### config.mk
export PLATFORM = sky130hd
export DESIGN_NAME = btree_switch_rr
export DESIGN_NICKNAME = d
export VERILOG_FILES = /design/src/rtl/btree_switch_rr.sv
export SDC_FILE = /design/constraint.sdc
export NUM_CORES = 1
export LEC_CHECK = 0
export BUFFER_PORTS_ARGS = -buffer_cell sky130_fd_sc_hd__buf_2
export CORE_MARGIN = 5
export CORE_UTILIZATION = 50
export CTS_CLUSTER_DIAMETER = 150
export DETAILED_ROUTE_END_ITERATION = 7
export PLACE_DENSITY = 0.67
export SLEW_MARGIN = 20
export SYNTH_ARGS = -nofsm -noshare
export SYNTH_HDL_FRONTEND = slang
export SYNTH_SLANG_ARGS = --single-unit
### constraint.sdc
create_clock -name i_clk -period 5.6 [get_ports i_clk]
set_input_delay 0.56 -clock i_clk [delete_from_list [all_inputs] [get_ports i_clk]]
set_output_delay 0.56 -clock i_clk [all_outputs]
set_load 0.005 [all_outputs]
### src/rtl/btree_switch_rr.sv
// Three-port binary-tree NoC switch node: per-input show-ahead FIFOs, packet-locked
// round-robin arbitration per output, registered outputs, U-turn packet dropping.
module btree_switch_rr #(
    parameter int DATA_WIDTH = 36,
    parameter int ADDR_WIDTH = 4,
    parameter int FIFO_DEPTH = 4,
    parameter int LEFT_MIN   = 0,
    parameter int LEFT_MAX   = 0,
    parameter int RIGHT_MIN  = 1,
    parameter int RIGHT_MAX  = 1,
    parameter int CNT_WIDTH  = 16
) (
    input  logic                    i_clk,
    input  logic                    i_reset_n,
    input  logic [3*DATA_WIDTH-1:0] i_data,
    input  logic [2:0]              i_valid,
    input  logic [2:0]              i_last,
    output logic [2:0]              o_ready,
    output logic [3*DATA_WIDTH-1:0] o_data,
    output logic [2:0]              o_valid,
    output logic [2:0]              o_last,
    input  logic [2:0]              i_ready,
    output logic [CNT_WIDTH-1:0]    o_drop_cnt
);

    localparam int PW = $clog2(FIFO_DEPTH);
    localparam int EW = DATA_WIDTH + 1;

    function automatic logic [1:0] route_f(input logic [ADDR_WIDTH-1:0] addr);
        int a;
        a = int'(addr);
        if (a >= LEFT_MIN && a <= LEFT_MAX) begin
            return 2'd0;
        end else if (a >= RIGHT_MIN && a <= RIGHT_MAX) begin
            return 2'd1;
        end else begin
            return 2'd2;
        end
    endfunction

    // sel = 0 picks the lower-index eligible input of output o, sel = 1 the higher one
    function automatic logic [1:0] elig_f(input logic [1:0] o, input logic sel);
        case (o)
            2'd0:    return sel ? 2'd2 : 2'd1;
            2'd1:    return sel ? 2'd2 : 2'd0;
            default: return sel ? 2'd1 : 2'd0;
        endcase
    endfunction

    logic [EW-1:0]           mem_q [3][FIFO_DEPTH];
    logic [PW-1:0]           rd_q [3];
    logic [PW-1:0]           wr_q [3];
    logic [PW:0]             cnt_q [3];
    logic [1:0]              rt_q [3];
    logic [2:0]              rdy_q, head_q, lock_q, lsrc_q, rr_q;
    logic [3*DATA_WIDTH-1:0] odata_q;
    logic [2:0]              oval_q, olast_q;
    logic [CNT_WIDTH-1:0]    dcnt_q;

    logic [EW-1:0]           hd_s [3];
    logic [EW-1:0]           ld_s [3];
    logic [1:0]              rt_s [3];
    logic [1:0]              gsrc_s [3];
    logic [PW:0]             cnt_d [3];
    logic [2:0]              push_s, pop_s, nempty_s, drop_s, load_s, gsel_s;
    logic [1:0]              ia_s, ib_s, ndrop_s;
    logic                    ra_s, rb_s, ok_s;
    logic [CNT_WIDTH+1:0]    dsum_s;
    logic [CNT_WIDTH-1:0]    dcnt_d;

    // Routing, arbitration, FIFO pop/push decisions and drop counter next value
    always_comb begin
        ia_s    = 2'd0;
        ib_s    = 2'd0;
        ra_s    = 1'b0;
        rb_s    = 1'b0;
        ok_s    = 1'b0;
        ndrop_s = 2'd0;
        pop_s   = 3'b000;
        load_s  = 3'b000;
        gsel_s  = 3'b000;
        for (int k = 0; k < 3; k++) begin
            hd_s[k]     = mem_q[k][rd_q[k]];
            nempty_s[k] = (cnt_q[k] != '0);
            push_s[k]   = i_valid[k] & rdy_q[k];
            if (head_q[k]) begin
                rt_s[k] = route_f(hd_s[k][DATA_WIDTH-1 -: ADDR_WIDTH]);
            end else begin
                rt_s[k] = rt_q[k];
            end
            drop_s[k] = nempty_s[k] && (rt_s[k] == 2'(k));
        end
        for (int o = 0; o < 3; o++) begin
            ia_s = elig_f(2'(o), 1'b0);
            ib_s = elig_f(2'(o), 1'b1);
            ra_s = nempty_s[ia_s] && (rt_s[ia_s] == 2'(o));
            rb_s = nempty_s[ib_s] && (rt_s[ib_s] == 2'(o));
            ok_s = !oval_q[o] || i_ready[o];
            // A locked output only serves its owner, even when the owner's FIFO is empty
            if (lock_q[o]) begin
                gsel_s[o] = lsrc_q[o];
                load_s[o] = ok_s && (lsrc_q[o] ? rb_s : ra_s);
            end else if (ra_s && rb_s) begin
                gsel_s[o] = rr_q[o];
                load_s[o] = ok_s;
            end else begin
                gsel_s[o] = rb_s;
                load_s[o] = ok_s && (ra_s || rb_s);
            end
            gsrc_s[o] = elig_f(2'(o), gsel_s[o]);
            ld_s[o]   = hd_s[gsrc_s[o]];
        end
        for (int k = 0; k < 3; k++) begin
            pop_s[k] = drop_s[k]
                     | (load_s[0] && (gsrc_s[0] == 2'(k)))
                     | (load_s[1] && (gsrc_s[1] == 2'(k)))
                     | (load_s[2] && (gsrc_s[2] == 2'(k)));
            cnt_d[k] = cnt_q[k] + (PW+1)'(push_s[k]) - (PW+1)'(pop_s[k]);
            ndrop_s  = ndrop_s + 2'(drop_s[k] & head_q[k]);
        end
        dsum_s = {2'b00, dcnt_q} + (CNT_WIDTH+2)'(ndrop_s);
        if (dsum_s > {2'b00, {CNT_WIDTH{1'b1}}}) begin
            dcnt_d = {CNT_WIDTH{1'b1}};
        end else begin
            dcnt_d = dsum_s[CNT_WIDTH-1:0];
        end
    end

    // FIFO storage write port (contents need no reset; occupancy is tracked by cnt_q)
    always_ff @(posedge i_clk) begin
        for (int k = 0; k < 3; k++) begin
            if (push_s[k]) begin
                mem_q[k][wr_q[k]] <= {i_last[k], i_data[k*DATA_WIDTH +: DATA_WIDTH]};
            end
        end
    end

    // FIFO pointers, packet tracking, locks, round-robin pointers, output registers
    always_ff @(posedge i_clk or negedge i_reset_n) begin
        if (!i_reset_n) begin
            for (int k = 0; k < 3; k++) begin
                rd_q[k]  <= '0;
                wr_q[k]  <= '0;
                cnt_q[k] <= '0;
                rt_q[k]  <= 2'd0;
            end
            rdy_q   <= 3'b000;
            head_q  <= 3'b111;
            lock_q  <= 3'b000;
            lsrc_q  <= 3'b000;
            rr_q    <= 3'b000;
            odata_q <= '0;
            oval_q  <= 3'b000;
            olast_q <= 3'b000;
            dcnt_q  <= '0;
        end else begin
            for (int k = 0; k < 3; k++) begin
                wr_q[k]  <= wr_q[k] + PW'(push_s[k]);
                rd_q[k]  <= rd_q[k] + PW'(pop_s[k]);
                cnt_q[k] <= cnt_d[k];
                rdy_q[k] <= (cnt_d[k] != (PW+1)'(FIFO_DEPTH));
                if (pop_s[k]) begin
                    head_q[k] <= hd_s[k][DATA_WIDTH];
                    if (head_q[k]) begin
                        rt_q[k] <= rt_s[k];
                    end
                end
            end
            for (int o = 0; o < 3; o++) begin
                if (load_s[o]) begin
                    odata_q[o*DATA_WIDTH +: DATA_WIDTH] <= ld_s[o][DATA_WIDTH-1:0];
                    olast_q[o] <= ld_s[o][DATA_WIDTH];
                    oval_q[o]  <= 1'b1;
                    if (ld_s[o][DATA_WIDTH]) begin
                        lock_q[o] <= 1'b0;
                        rr_q[o]   <= ~gsel_s[o];
                    end else begin
                        lock_q[o] <= 1'b1;
                        lsrc_q[o] <= gsel_s[o];
                    end
                end else if (i_ready[o]) begin
                    oval_q[o] <= 1'b0;
                end
            end
            dcnt_q <= dcnt_d;
        end
    end

    assign o_ready    = rdy_q;
    assign o_data     = odata_q;
    assign o_valid    = oval_q;
    assign o_last     = olast_q;
    assign o_drop_cnt = dcnt_q;

endmodule

Yosys cells after proc, flatten, opt, wreduce, memory -nomap -nowiden. Memories as Yosys holds them, arrays and structs flattened. Cells that the tools add are included.

Word-level logic and storage cells: 248. Bits in writable memories: 444. Bits in registers: 172. Latch bits: 0. Bits of input ports: 119. Bits in read-only memories: 0. Memories kept: 1.

Memory list: mem_q (depth 3, bits a word 148, rd ports 3, clocked after Yosys merged registers in 0, write ports 3, RTL line 50) `logic [EW-1:0] mem_q [3][FIFO_DEPTH];`.

Bitwise operators: 30. Shift-type cells: 0. Reductions and logical operators: 63. $mul: 0. Mux-type cells: 67. Magnitude comparators: 22. Div/mod/pow operators: 0. Add/subtract/negate cells: 15. Eq/ne operators: 15.

Operators by type and width (number): 2-to-1 mux 37 bit (15); binary-select mux 37 bit (select 2 bit) (6); 2-to-1 mux 148 bit (3); demux 37 bit (select 2 bit) (3); logical AND 1 bit (33); 2-to-1 mux 1 bit (28); greater-or-equal comparator 3 bit, second input constant (9); less-or-equal comparator 4 x 1 -> 1 bit, second input constant (6); inverter 2 -> 3 bit (8); 2-to-1 mux 2 bit (11); AND reduction 2 bit (9); adder 16 x 2 -> 17 bit (1); > comparator 17 x 16 -> 1 bit, second input constant (1); 2-to-1 mux 16 bit (1); adder 2 x 1 -> 2 bit (7); greater-or-equal comparator 4 x 1 -> 1 bit, second input constant (3); zero test 2 bit (6); == test 2 x 1 -> 1 bit, second input constant (5); == test 2 bit, second input constant (5); adder 3 x 1 -> 3 bit (3); less-than comparator 3 x 1 -> 1 bit, second input constant (3); inequality test 3 bit, second input constant (3); bitwise OR 1 bit (9); nonzero test 3 bit (3); other kinds (10) (31).

Depth between registers and ports, before layout.
Word-level depth: 22. Gate-level depth with buffers: 18. Gate-level depth less buffers: 16.

Worst setup path after synthesis. No wires, ideal clock.

Path type: register -> register. From: reg rd_q[3] (netlist name). To: reg dcnt_q[10], in the netlist o_drop_cnt[10]. Setup time: 0.083 ns. Buffers on the path: 3. Data arrival time: 3.868 ns. Stages on the path, launching flop included: 19. Period minus slack after synthesis: 3.951 ns. Data required time: 5.517 ns. Path slack: 1.649 ns. Cells stage by stage: dfrtp_1 buf_1 mux4_2 nor2_1 a32oi_1 nor2_1 nand2_1 fa_1 inv_1 ha_1 inv_1 fa_1 nor2_1 and3_1 and4_1 clkbuf_1 nand3_1 clkbuf_1 o21ai_0.

Cells in the longest elaborated chain, start to end: 17. Elaborated cells on any way between the ends: 19. Classes of those cells: add/sub (3); order compare (4); eq/ne (1); mux (7); bitwise (2); reduce/logical (2).

RTL lines: start: declaration (RTL line 51) `logic [PW-1:0] rd_q [3];`; start signal: indexed assignment (RTL line 159) `rd_q[k] <= rd_q[k] + PW'(pop_s[k]);`; inverter 2 -> 3 bit (not written as such) * (RTL line 83) `hd_s[k] = mem_q[k][rd_q[k]];`; binary-select mux 37 bit (select 2 bit) * (RTL line 83); 2-to-1 mux 37 bit (not written as such) * (2 in a row) (RTL line 83); greater-or-equal comparator 4 x 1 -> 1 bit or less-or-equal comparator 4 x 1 -> 1 bit (tied branches) (RTL line 34) `end else if (a >= RIGHT_MIN && a <= RIGHT_MAX) begin`; logical AND 1 bit (RTL line 34); 2-to-1 mux 2 bit (RTL line 34); 2-to-1 mux 2 bit * (RTL line 32) `if (a >= LEFT_MIN && a <= LEFT_MAX) begin`; 2-to-1 mux 2 bit * (RTL line 86) `if (head_q[k]) begin`; == test 2 x 1 -> 1 bit * (RTL line 91) `drop_s[k] = nempty_s[k] && (rt_s[k] == 2'(k));`; logical AND 1 bit * (RTL line 91); AND 1 bit * (RTL line 119) `ndrop_s = ndrop_s + 2'(drop_s[k] & head_q[k]);`; adder 1 x 1 -> 2 bit * (RTL line 119); adder 2 x 1 -> 2 bit * (RTL line 119); adder 16 x 2 -> 17 bit * (RTL line 121) `dsum_s = {2'b00, dcnt_q} + (CNT_WIDTH+2)'(ndrop_s);`; > comparator 17 x 16 -> 1 bit (RTL line 122) `if (dsum_s > {2'b00, {CNT_WIDTH{1'b1}}}) begin`; 2-to-1 mux 16 bit * (RTL line 122); via dcnt_d[10] (RTL line 69) `logic [CNT_WIDTH-1:0] dcnt_d;`; end signal: assignment (RTL line 185) `dcnt_q <= dcnt_d;`; end: declaration (RTL line 58) `logic [CNT_WIDTH-1:0] dcnt_q;`.

Mark *: on every way through the listed nets, which the timed path passes. The rest lies on a longest branch. The select of a mux whose other input is x is not followed. A chain may end at the register's enable or synchronous reset.

Worst setup path after layout.
From: reg rd_q[2] (netlist name). To: reg dcnt_q[5], in the netlist o_drop_cnt[5].

Same word-level chain as after synthesis.

==> summary.txt <==
Clock network
  – Post-CTS Setup Repair Bufs: 0
  – CTS root buffer: clkbuf_16
  – CTS clock-pin slew for the worst setup and hold paths: 60 ps
  – Clock Sinks: 616
  – Cts bufs inserted: 60
  – Max Root-Sink Buffers: 3
  – Cts-stage hold buffer count: 0
  – Post_cts resized: 0
  – CTS tree: yes
  – H-Tree Depth: 2
  – Clock Latency Late Sink: 610 ps

Critical path
  – CP max-delay cell: dfrtp_4
  – Critical Path End Type: register
  – Setup CP Type: reg2reg
  – R2r worst-path depth: 15
  – Reg2Reg Setup Slack: 880 ps
  – RR Endpoint: o_drop_cnt[5]
  – Crit path largest cell delay: 730 ps
  – Arrival @ worst endpoint: 5250 ps
  – Critical Path RT: 6130 ps
  – CP max FO: 24
  – Buf+Inv Stages, Crit Path: 2
  – Most used cell, CP: nor2_1
  – Reg-to-reg critical path startpoint: rd_q[2]
  – Startpoint Class: register
  – Critical path cell sequence: mux4_2 -> nor2_1 -> a32oi_1 -> nor2_1 -> nand2_1 -> fa_1 -> inv_1 -> ha_1 -> inv_1 -> fa_1 -> nor2_1 -> and3_1 -> and4_1 -> nand3_1 -> o21ai_0
  – Worst path top cell family by delay: simple AND/OR/NAND/NOR gates

GRT
  – Pin count of the biggest net entering global routing: 119
  – All-Layer GR Usage: 0.216
  – Vias in the first global route: 13800
  – Global-route wire length before repair: 86400 um
  – Initial antenna violation count: 23
  – GR Overflow Total: 0

Yosys
  – Main synth FF type: edfxtp_1
  – Netlist cell types: 69
  – Post-synth EDFFs: 444
  – Sequential fraction of the synthesis area: 0.725
  – Synthesized area: 24300 sq um
  – Synthesized instance count: 1391
  – Syn_nets: 1529
  – Syn avg cell area: 17.5 sq um
  – Ys Warns: 0
  – Register bit total from synthesis: 616
  – Async SR Flop Fraction: 0.279

STA
  – RSZ-0062 raised after global routing: no
  – Final Max Slew Viols: 0
  – Final worst-path cycle share: 0.843
  – Setup-failing EPs final: 0
  – Achievable frequency: 212 MHz
  – Fin Setup TNS: 0 ps
  – Fin Hold WS: 72.8 ps
  – Worst setup margin: 881 ps
  – Final Hold Viols: 0
  – Slew of the pin with the lowest slew margin: 971 ps
  – Slew HR: 0.353
  – Setup Skew: 11.5 ps
  – Minimum clock period: 4720 ps

Final layout
  – Fill count: 3601
  – FF+latch area: 17700 sq um
  – Area grow syn2layout: 17.0%
  – Non-Filler Instances: 2342
  – Layout Nets: 1802
  – Fraction of layout cells with a size suffix above 1: 0.306
  – Multi-input gate area: 6330 sq um

Route
  – 1st-iter DRT viols: 1083
  – TritonRoute pass-1 iters: 5
  – Post-DR vias/cell: 5.68
  – # DRC: 0
  – Vias: 13300
  – Routed len/inst: 24.4 um
  – Routed wire length: 57200 um
  – Final antenna-violating net count: 0

Power and ir drop
  – Power density cells: 549 nW/um^2
  – Max IR drop VDD: 0.444 mV
  – LEAKAGE: 11.1 nW
  – Tot Pwr: 0.0156 W

Job
  – Max cap viols: 0

Placement
  – Hpwl dp: 37900 um
  – Placed instance count: 2217
  – Placer Congestion: 0.819
  – Setup WS pre-CTS: 872 ps
  – # port buffers: 251

Outcome
  – Status: finished clean

Floorplanning
  – Io pins: 252
  – Die area: 53200 sq um
  – Rows: 80
  – Effective utilization at floorplan: 0.508
  – Core Footprint: 47900 sq um
  – DIE HEIGHT: 231 um
  – Die Wd: 231 um

Hold path
  – Min-Delay Path Class: in2async
==> registers in the layout, summed over array words and instances, names as in the netlist, 6 cells and up <==
signal      flops
cnt_q           9
o_drop_cnt     16
rt_q            6
o_data        108
wr_q            6
rd_q            6
mem_q         444
==> worst max path at each step <==
stage,to,startpoint,cells after the start
2_1_floorplan,o_drop_cnt[10],rd_q[3],18
5_1_grt,o_drop_cnt[8],rd_q[2],15
3_3_place_gp,o_drop_cnt[8],rd_q[2],15
4_1_cts,o_drop_cnt[5],rd_q[2],15
3_5_place_dp,o_drop_cnt[5],rd_q[2],15
6_report,o_drop_cnt[5],rd_q[2],15
==> synthesized netlist by cell type (all sizes together), types with 4 or more instances <==
master  count  area, sq um
buf        24          168
mux2        6         67.6
and3        6         37.5
nand3b      6         57.6
clkbuf     43          161
nor3b       7         52.6
a21oi       9         48.8
nor3       10         55.1
nor2       25         93.8
o21ai     126          642
a31oi       6         52.6
nor2b       4         25.0
xnor2      10         87.6
mux2i     110         1100
xor2        9         78.8
ha         14          175
nand2     147          552
fa          5          100
nand2b      8         50.1
mux4      110         2480
edfxtp    444        13300
dfrtp     169         4230
nand3      10         50.1
or3         5         36.3
inv        31          116
==> worst reg2reg max path: stages, from the launching register on <==
cell     delay, ps
dfrtp_4        730
mux4_2         620
nor2_1         380
a32oi_1        170
nor2_1         150
nand2_1        120
fa_1           440
inv_1           70
ha_1           160
inv_1           50
fa_1           410
nor2_1         190
and3_1         230
and4_1         330
nand3_1        380
o21ai_0        200
==> power by group <==
group          internal [W]  total (W)  switching (W)
registers           0.00614    0.00670       0.000560
clock network       0.00253    0.00422        0.00169
logic               0.00194    0.00471        0.00277
total                0.0106     0.0156        0.00501
==> kinds of logic after synthesis <==
family,count (synthesis),share of synthesized area
buffers and inverters,98,0.0183
adders and majority gates,19,0.0113
AOI/OAI and AO/OA,172,0.0425
DFF,616,0.725
xor gates and xnor gates,19,0.00684
muxes,226,0.150
and+or+nand+nor,241,0.0463
==> through the flow <==
stage	util	area, sq um
after floorplan	-	24300
after global placement	0.549	26300
after detailed placement	0.549	26300
after CTS	0.593	28400
after global routing	0.593	28400
final	0.594	28500
==> layout make-up <==
cell class	count	share of cell area
tap	615	0.0270
clock inverter	37	0.0159
timing repair buffer	278	0.0516
multi-input combinational	677	0.223
sequential	616	0.620
inverter	31	0.00409
clock buffer	76	0.0577
antenna	12	0.00105
==> cell usage in the layout (no fill, tap or decap), types with 6 or more instances in the layout <==
master and count:
mux2i_1 110, buf_2 250, nor3b_2 6, clkbuf_16 62, xor2_1 9, edfxtp_1 444
clkinv_1 9, nand2b_1 8, diode_2 12, xnor2_1 10, o21ai_0 70, ha_1 14
mux4_2 110, inv_1 31, nor2_1 25, o21ai_1 53, nand3_1 10, dfrtp_1 163
a21oi_1 8, nor3_1 6, nand2_1 147, bufinv_16 10, clkinv_2 11, clkbuf_1 9
buf_4 27
==> per-layer routing <==
layer  wire length [um]  GRT usage
met5                116          0
met4               1110     0.0507
met2              29100      0.373
met1              23100      0.281
met3               3800     0.0527
Power figures use the tool's default switching activity.
